[config.mk]
export PLATFORM = sky130hd
export DESIGN_NAME = timer_irq_ctrl
export DESIGN_NICKNAME = d
export VERILOG_FILES = /design/src/rtl/timer_irq_ctrl.sv
export SDC_FILE = /design/constraint.sdc
export NUM_CORES = 1
export LEC_CHECK = 0
export CORE_ASPECT_RATIO = 0.75
export CORE_MARGIN = 5
export CORE_UTILIZATION = 52
export DETAILED_ROUTE_END_ITERATION = 8
export PLACE_DENSITY = 0.82
export SLEW_MARGIN = 25
export SYNTH_ARGS = -nofsm -noshare
export SYNTH_HDL_FRONTEND = slang
export SYNTH_SLANG_ARGS = --single-unit
[constraint.sdc]
create_clock -name clk_sys -period 6.5 [get_ports clk_sys]
set_input_delay 1.3 -clock clk_sys [delete_from_list [all_inputs] [get_ports clk_sys]]
set_output_delay 1.3 -clock clk_sys [all_outputs]
set_load 0.005 [all_outputs]
[src/rtl/timer_irq_ctrl.sv]
// CPU register slave for the millisecond timer: divider/compare programming, counter snapshots,
// pending/missed irq capture, one-shot deadline alarm and a soft-reset pulse. Reads complete 1 cycle after accept.
module timer_irq_ctrl #(
  parameter logic [31:0] DEFAULT_DIV = 32'd74249,
  parameter int          RESET_PULSE = 4
) (
  input  logic        clk_sys,
  input  logic        millisecond_counter_reset,
  input  logic        cpu_valid,
  input  logic        cpu_we,
  input  logic [2:0]  cpu_addr,
  input  logic [31:0] cpu_wdata,
  output logic [31:0] cpu_rdata,
  output logic        cpu_ready,
  input  logic [31:0] millisecond_counter,
  input  logic [31:0] millisecond_real,
  input  logic        interupt_output,
  output logic [31:0] sysclk_frequency,
  output logic [31:0] interupt_counter,
  output logic        timer_reset_req,
  output logic        cpu_irq
);

  localparam logic [7:0] PULSE_LEN = 8'(RESET_PULSE);

  logic        irq_en;
  logic        deadline_en;
  logic        pending;
  logic        deadline_hit;
  logic [7:0]  missed;
  logic        prev;
  logic [31:0] deadline;
  logic [7:0]  pulse_cnt;

  logic        accept;
  logic        wr;
  logic        irq_edge;
  logic        w1c_pending;
  logic        w1c_hit;
  logic        deadline_wr;
  logic        soft_reset;
  logic        hit_set;
  logic [31:0] diff;
  logic [31:0] rd_mux;

  assign accept      = cpu_valid & ~cpu_ready;
  assign wr          = accept & cpu_we;
  assign irq_edge    = interupt_output & ~prev;
  assign w1c_pending = wr && cpu_addr == 3'd1 && cpu_wdata[0];
  assign w1c_hit     = wr && cpu_addr == 3'd1 && cpu_wdata[2];
  assign deadline_wr = wr && cpu_addr == 3'd6;
  assign soft_reset  = wr && cpu_addr == 3'd0 && cpu_wdata[2];
  // Signed-distance compare keeps the alarm correct across counter wrap.
  assign diff        = millisecond_counter - deadline;
  assign hit_set     = deadline_en & ~deadline_hit & ~diff[31];

  always_comb begin
    rd_mux = 32'd0;
    case (cpu_addr)
      3'd0: rd_mux = {30'd0, deadline_en, irq_en};
      3'd1: rd_mux = {16'd0, missed, 5'd0, deadline_hit, interupt_output, pending};
      3'd2: rd_mux = sysclk_frequency;
      3'd3: rd_mux = interupt_counter;
      3'd4: rd_mux = millisecond_counter;
      3'd5: rd_mux = millisecond_real;
      3'd6: rd_mux = deadline;
      default: rd_mux = 32'd0;
    endcase
  end

  always_ff @(posedge clk_sys or posedge millisecond_counter_reset) begin
    if (millisecond_counter_reset) begin
      cpu_ready        <= 1'b0;
      cpu_rdata        <= 32'd0;
      irq_en           <= 1'b0;
      deadline_en      <= 1'b0;
      pending          <= 1'b0;
      deadline_hit     <= 1'b0;
      missed           <= 8'd0;
      prev             <= 1'b0;
      deadline         <= 32'd0;
      pulse_cnt        <= 8'd0;
      sysclk_frequency <= DEFAULT_DIV;
      interupt_counter <= 32'd0;
      timer_reset_req  <= 1'b0;
      cpu_irq          <= 1'b0;
    end else begin
      cpu_ready <= accept;
      cpu_rdata <= (accept && !cpu_we) ? rd_mux : 32'd0;
      prev      <= interupt_output;

      if (wr && cpu_addr == 3'd0) begin
        irq_en      <= cpu_wdata[0];
        deadline_en <= cpu_wdata[1];
      end
      if (wr && cpu_addr == 3'd2) sysclk_frequency <= cpu_wdata;
      if (wr && cpu_addr == 3'd3) interupt_counter <= cpu_wdata;
      if (deadline_wr) deadline <= millisecond_counter + cpu_wdata;

      // A new edge beats a coincident W1C; the W1C still clears the missed count.
      if (irq_edge) begin
        pending <= 1'b1;
        if (w1c_pending)
          missed <= 8'd0;
        else if (pending && missed != 8'hFF)
          missed <= missed + 8'd1;
      end else if (w1c_pending) begin
        pending <= 1'b0;
        missed  <= 8'd0;
      end

      if (deadline_wr)
        deadline_hit <= 1'b0;
      else if (hit_set)
        deadline_hit <= 1'b1;
      else if (w1c_hit)
        deadline_hit <= 1'b0;

      if (soft_reset) begin
        pulse_cnt       <= PULSE_LEN;
        timer_reset_req <= 1'b1;
      end else if (pulse_cnt != 8'd0) begin
        pulse_cnt       <= pulse_cnt - 8'd1;
        timer_reset_req <= pulse_cnt > 8'd1;
      end

      cpu_irq <= irq_en & (pending | (deadline_en & deadline_hit));
    end
  end

endmodule

# Yosys cells after proc, flatten, opt, wreduce, memory -nomap -nowiden
# Cells that the tools add are included.
# word_totals
reg_bits	152
wordCells	71
# classes
n_mux	15
n_lt_le_gt_ge	1
add_sub_neg	4
n_reduce_logical	18
bitwise	12
eq_ne	7
# op_table
cell	n
32-bit case mux with 7 select lines	1
8-bit two-way mux	6
32-bit adder	1
32-bit two-way mux	1
32-bit subtractor	1
1-bit logical AND	10
3-bit == test (second input constant)	3
8-bit by 1-bit adder with 8-bit output (second input constant)	1
8-bit by 1-bit > comparator with 1-bit output (second input constant)	1
8-bit inequality test (second input constant)	1
8-bit nonzero test	1
8-bit by 1-bit subtractor with 8-bit output (second input constant)	1
1-bit AND	7
1-bit two-way mux	7
3-bit by 2-bit == test with 1-bit output (second input constant)	2
2-bit nonzero test	3
1-bit inverter	4
3-bit by 1-bit == test with 1-bit output (second input constant)	1
3-bit zero test	1
3-bit nonzero test	1
2-bit AND reduction	1
1-bit zero test	1
1-bit bitwise OR	1

# Longest topological paths before layout
# logic_depth
word_depth	8
ltp_mapped	11
mapped_depth_nobuf	11

# Worst setup path after synthesis
# OpenSTA, ideal clock, no wires.
# synth_timing
path_type	input -> register
startpoint	input port cpu_wdata[0]
endpoint	register deadline[26]
arrival_time_ns	3.218
n_path_buf	0
cell_stages	10
slack_ns	3.157
path_cell_list	ha_1 -> fa_1 -> a211oi_1 -> o21ai_1 -> nand2_1 -> o211ai_1 -> a31oi_1 -> o31a_1 -> xnor2_1 -> mux2_2
# synth_between
elab_chain_cells	1
# synth_rtl
item	line_no	source
from (decl)	12	input logic [31:0] cpu_wdata,
32-bit adder	98	if (deadline_wr) deadline <= millisecond_counter + cpu_wdata;
to (signal assigned)	98	
to (decl)	32	logic [31:0] deadline;
# Every way passes these cells.
# A chain may end at the register's enable or synchronous reset.

# Worst setup path in the final report
# layout_timing
startpoint	input port cpu_wdata[0]
endpoint	register deadline[28]
# The elaborated chain is that of the path after synthesis.

==> out/results.txt <==
crit-path max FO - 6
fraction of met1 tracks used by global routing - 0.371
count of final hold-check violations - 0
overflow left after global routing - 0
Post-CTS Hold Buffers - 0
Vias/cell - 5.91
H-tree levels - 4
Rows - 42
antenna cell count - 0
average wire per cell in the routed design - 19.7 µm
placed wire-length estimate after detailed placement - 19.0 mm
flip-flop and latch area - 3810 µm²
number of buffers added for setup after CTS - 0
total power consumption of the routed design - 0.00337 W
post-synth net total - 1069
final core utilization - 0.684
count of yosys warnings during synthesis - 0
TritonCTS clock tree - built
Yosys cell types - 58
highest clock frequency the design can meet - 253 MHz
clk_lat worst skew - 0.43 ns
status - finished, final reports clean
pin count of the biggest net entering global routing - 100
internal reg-to-reg setup slack - 4.00 ns
Synth Area per Inst - 10.2 µm²
die height - 125 µm
area used by multi-input combinational logic - 5030 µm²
Syn Inst Count - 900
Final #Nets - 1252
initial detailed-routing violation count - 690
number of DRC violations after detailed routing - 0
worst reg-to-reg path cell count - 4
Filler Cell Count - 1363
kind of critical path - primary input to flop
fraction of final layout cells with drive strength greater than 1 - 0.153
starting utilization of the core area - 0.523
flip-flop and latch count after synthesis - 152
Worst Tran Pin Value - 1.02 ns
Via Count - 7911
final critical-path share of the clock period - 0.609
area fraction of the dominant cell type after synthesis - 0.402
post-synth top area cell - sky130_fd_sc_hd__dfrtp_1
area of the mapped netlist - 9160 µm²
Top Ports - 203
Slew Viols, Final - 0
cell internal pwr - 0.00230 W
async set or reset register ratio after synthesis - 1.00
leading cell types by total area after synthesis - sky130_fd_sc_hd__dfrtp_1 40%, sky130_fd_sc_hd__mux2_2 12%, sky130_fd_sc_hd__ha_1 8.7%, sky130_fd_sc_hd__o21ai_0 3.1%, sky130_fd_sc_hd__nand2_1 2.7%
CTS resizes - 0
headroom to the max-slew limit - 0.318
quantity of I/O buffers inserted on ports - 202
startpoint type of the worst setup path - primary input
EDFF count, synth - 0
Combinational Power Share - 0.310
cts bufs inserted - 17
DRT Wirelength - 26.4 mm
final worst path period need - 3.96 ns
required time of the critical path - 6.85 ns
pwr/cell area - 281 nW/µm²
Switching Power - 0.00107 W
area of the die - 20400 µm²
WHS Path Cells - 1
part of the total power dissipated in sequential elements - 0.392
sequential-to-total area share from yosys stat - 0.416
worst hold-check path type - flop to flop
highest ir drop seen on vdd - 0.181 mV
clock-pin slew of the registers on the worst-case setup and hold paths - 0.07 ns
GR Util All Layers - 0.257
horizontal die dimension - 163 µm
Core Region - 17500 µm²
total negative setup slack - 0 ns
Global Route met2 Usage - 0.390
Static Leakage - 5.23 nW
fin cells - 1338
routing usage on met3 - 0.0618
final setup violation count - 0
total number of clock tree sinks - 152
category of the worst setup path capture point - flop
number of nets still failing antenna checks after routing - 0
clk buf depth - 2
# placed instances - 1306
clk_skew - 0.00820 ns
max-cap check violation count - 0
vias in the first global route - 7696
final weighted congestion in routability-driven placement - 0.894
global route hottest layer - met2
antenna violations before repair - 0
setup repair after global routing missed its margin - no
clock root buffer master - sky130_fd_sc_hd__clkbuf_16
flip-flop cell with the highest count after synthesis - sky130_fd_sc_hd__dfrtp_1
area added between synthesis and finish - 30.8%
clock power share - 0.298
arrival time at the worst endpoint - 4.31 ns
global-route wire length before repair - 41.7 mm
Switching Fraction - 0.317
DR pass1 iterations - 6
## final timing paths
check / start / end
worst max-delay path: cpu_wdata[0] / deadline[28]$_DFFE_PP0P_
worst min-delay path: cpu_ready$_DFF_PP0_ / cpu_ready$_DFF_PP0_
worst max register to register: cpu_ready$_DFF_PP0_ / interupt_counter[20]$_DFFE_PP0P_
worst min register to register: cpu_ready$_DFF_PP0_ / cpu_ready$_DFF_PP0_
max in group asynchronous: millisecond_counter_reset / pending$_DFFE_PP0P_
min in group asynchronous: millisecond_counter_reset / cpu_rdata[29]$_DFF_PP0_
## worst max-delay path, stage by stage
cell and delay (ns):
sky130_fd_sc_hd__clkdlybuf4s50_1 0.60, sky130_fd_sc_hd__ha_1 0.23, sky130_fd_sc_hd__fa_1 0.24, sky130_fd_sc_hd__a211oi_1 0.11, sky130_fd_sc_hd__o21ai_1 0.34, sky130_fd_sc_hd__nand3_1 0.17, sky130_fd_sc_hd__a2111oi_1 0.55, sky130_fd_sc_hd__a21oi_1 0.19
sky130_fd_sc_hd__o2111a_1 0.29, sky130_fd_sc_hd__xor2_1 0.13, sky130_fd_sc_hd__o21ai_0 0.14
## power by group through the flow
stage / Clock (W) / Sequential, W / Combinational, W
6_report: 0.00100 / 0.00132 / 0.00104
5_1_grt: 0.00106 / 0.00135 / 0.00116
4_1_cts: 0.00102 / 0.00132 / 0.00105
3_5_place_dp: 0 / 0.00133 / 0.00104
3_3_place_gp: 0 / 0.00132 / 0.00101
2_1_floorplan: 0 / 0.00130 / 0.000592
## metal layers
metal / up-vias / part of all wire / wire [µm]
met5: - / 0 / 0
met4: 0 / 0.016 / 411
met3: 33 / 0.082 / 2160
met2: 353 / 0.44 / 11700
met1: 3851 / 0.46 / 12100
li1: 3674 / - / -
## cell type report
cell class | count | share of cell area
tap | 242 | 0.0253
inverter | 41 | 0.0133
timing repair buffer | 212 | 0.174
multi-input combinational | 659 | 0.420
clock inverter | 15 | 0.0138
sequential | 152 | 0.318
clock buffer | 17 | 0.0355
## cell usage in the layout, fill, tap and decap left out, types with 10 or more instances in the layout
cell type,synthesis,layout
sky130_fd_sc_hd__nand2_1,66,66
sky130_fd_sc_hd__a31oi_1,12,12
sky130_fd_sc_hd__xor2_1,16,16
sky130_fd_sc_hd__xnor2_1,20,20
sky130_fd_sc_hd__nor2_1,64,64
sky130_fd_sc_hd__o21ai_0,56,56
sky130_fd_sc_hd__a22o_1,22,22
sky130_fd_sc_hd__inv_1,41,40
sky130_fd_sc_hd__mux2_2,101,101
sky130_fd_sc_hd__mux2i_1,13,13
sky130_fd_sc_hd__a211oi_1,12,12
sky130_fd_sc_hd__a21oi_1,46,46
sky130_fd_sc_hd__clkdlybuf4s50_1,0,200
sky130_fd_sc_hd__buf_4,0,10
sky130_fd_sc_hd__clkbuf_16,0,17
sky130_fd_sc_hd__dfrtp_1,147,147
sky130_fd_sc_hd__a21o_1,26,26
sky130_fd_sc_hd__nand3_1,16,15
sky130_fd_sc_hd__a222oi_1,21,21
sky130_fd_sc_hd__ha_1,64,64
## flip-flops by register name, indices dropped and copies added, names as in the netlist
register	cells
cpu_irq	1
cpu_rdata	32
cpu_ready	1
deadline	32
deadline_en	1
deadline_hit	1
interupt_counter	32
irq_en	1
missed	8
pending	1
prev	1
pulse_cnt	8
sysclk_frequency	32
timer_reset_req	1
## per-stage QoR
step | hold WS, ns | area (µm²) | setup slack (ns)
after floorplan | 0.455 | 9160 | 1.12
after global placement | 0.447 | 11400 | 2.26
after detailed placement | 0.471 | 11400 | 2.18
after CTS | 0.485 | 12000 | 2.63
after global routing | 0.509 | 12000 | 2.45
final | 0.486 | 12000 | 2.54
## cells by family after synthesis
| group | after synthesis | synth area share |
|---|---|---|
| DFF | 152 | 0.416 |
| and+or+nand+nor | 205 | 0.104 |
| muxes | 115 | 0.141 |
| xor gates and xnor gates | 36 | 0.0344 |
| AOI/OAI and AO/OA | 238 | 0.178 |
| buffers and inverters | 89 | 0.0372 |
| adders and majority gates | 65 | 0.0896 |
## cell usage after synthesis (2+ instances only)
cell / n
sky130_fd_sc_hd__dfrtp_1: 147
sky130_fd_sc_hd__mux2_2: 101
sky130_fd_sc_hd__nand2_1: 66
sky130_fd_sc_hd__ha_1: 64
sky130_fd_sc_hd__nor2_1: 64
sky130_fd_sc_hd__o21ai_0: 56
sky130_fd_sc_hd__a21oi_1: 46
sky130_fd_sc_hd__inv_1: 41
sky130_fd_sc_hd__clkbuf_1: 39
sky130_fd_sc_hd__a21o_1: 26
sky130_fd_sc_hd__a22o_1: 22
sky130_fd_sc_hd__a222oi_1: 21
sky130_fd_sc_hd__xnor2_1: 20
sky130_fd_sc_hd__nand3_1: 16
sky130_fd_sc_hd__xor2_1: 16
sky130_fd_sc_hd__mux2i_1: 13
sky130_fd_sc_hd__a211oi_1: 12
sky130_fd_sc_hd__a31oi_1: 12
sky130_fd_sc_hd__nor2b_1: 12
sky130_fd_sc_hd__and3_1: 11
sky130_fd_sc_hd__a221oi_1: 7
sky130_fd_sc_hd__nand4_1: 7
sky130_fd_sc_hd__buf_2: 5
sky130_fd_sc_hd__dfstp_2: 5
sky130_fd_sc_hd__or3_1: 5
sky130_fd_sc_hd__a22oi_1: 4
sky130_fd_sc_hd__buf_1: 4
sky130_fd_sc_hd__nand2b_1: 4
sky130_fd_sc_hd__nor3_1: 4
sky130_fd_sc_hd__o21ai_1: 4
sky130_fd_sc_hd__o21bai_1: 4
sky130_fd_sc_hd__o31ai_1: 4
sky130_fd_sc_hd__and2_1: 3
sky130_fd_sc_hd__nand3b_1: 3
sky130_fd_sc_hd__o211ai_1: 3
sky130_fd_sc_hd__o22ai_1: 3
sky130_fd_sc_hd__a21oi_2: 2
sky130_fd_sc_hd__nor3b_1: 2
sky130_fd_sc_hd__nor4_1: 2
sky130_fd_sc_hd__o21a_1: 2
No activity file was read; power rests on OpenSTA's default activity.
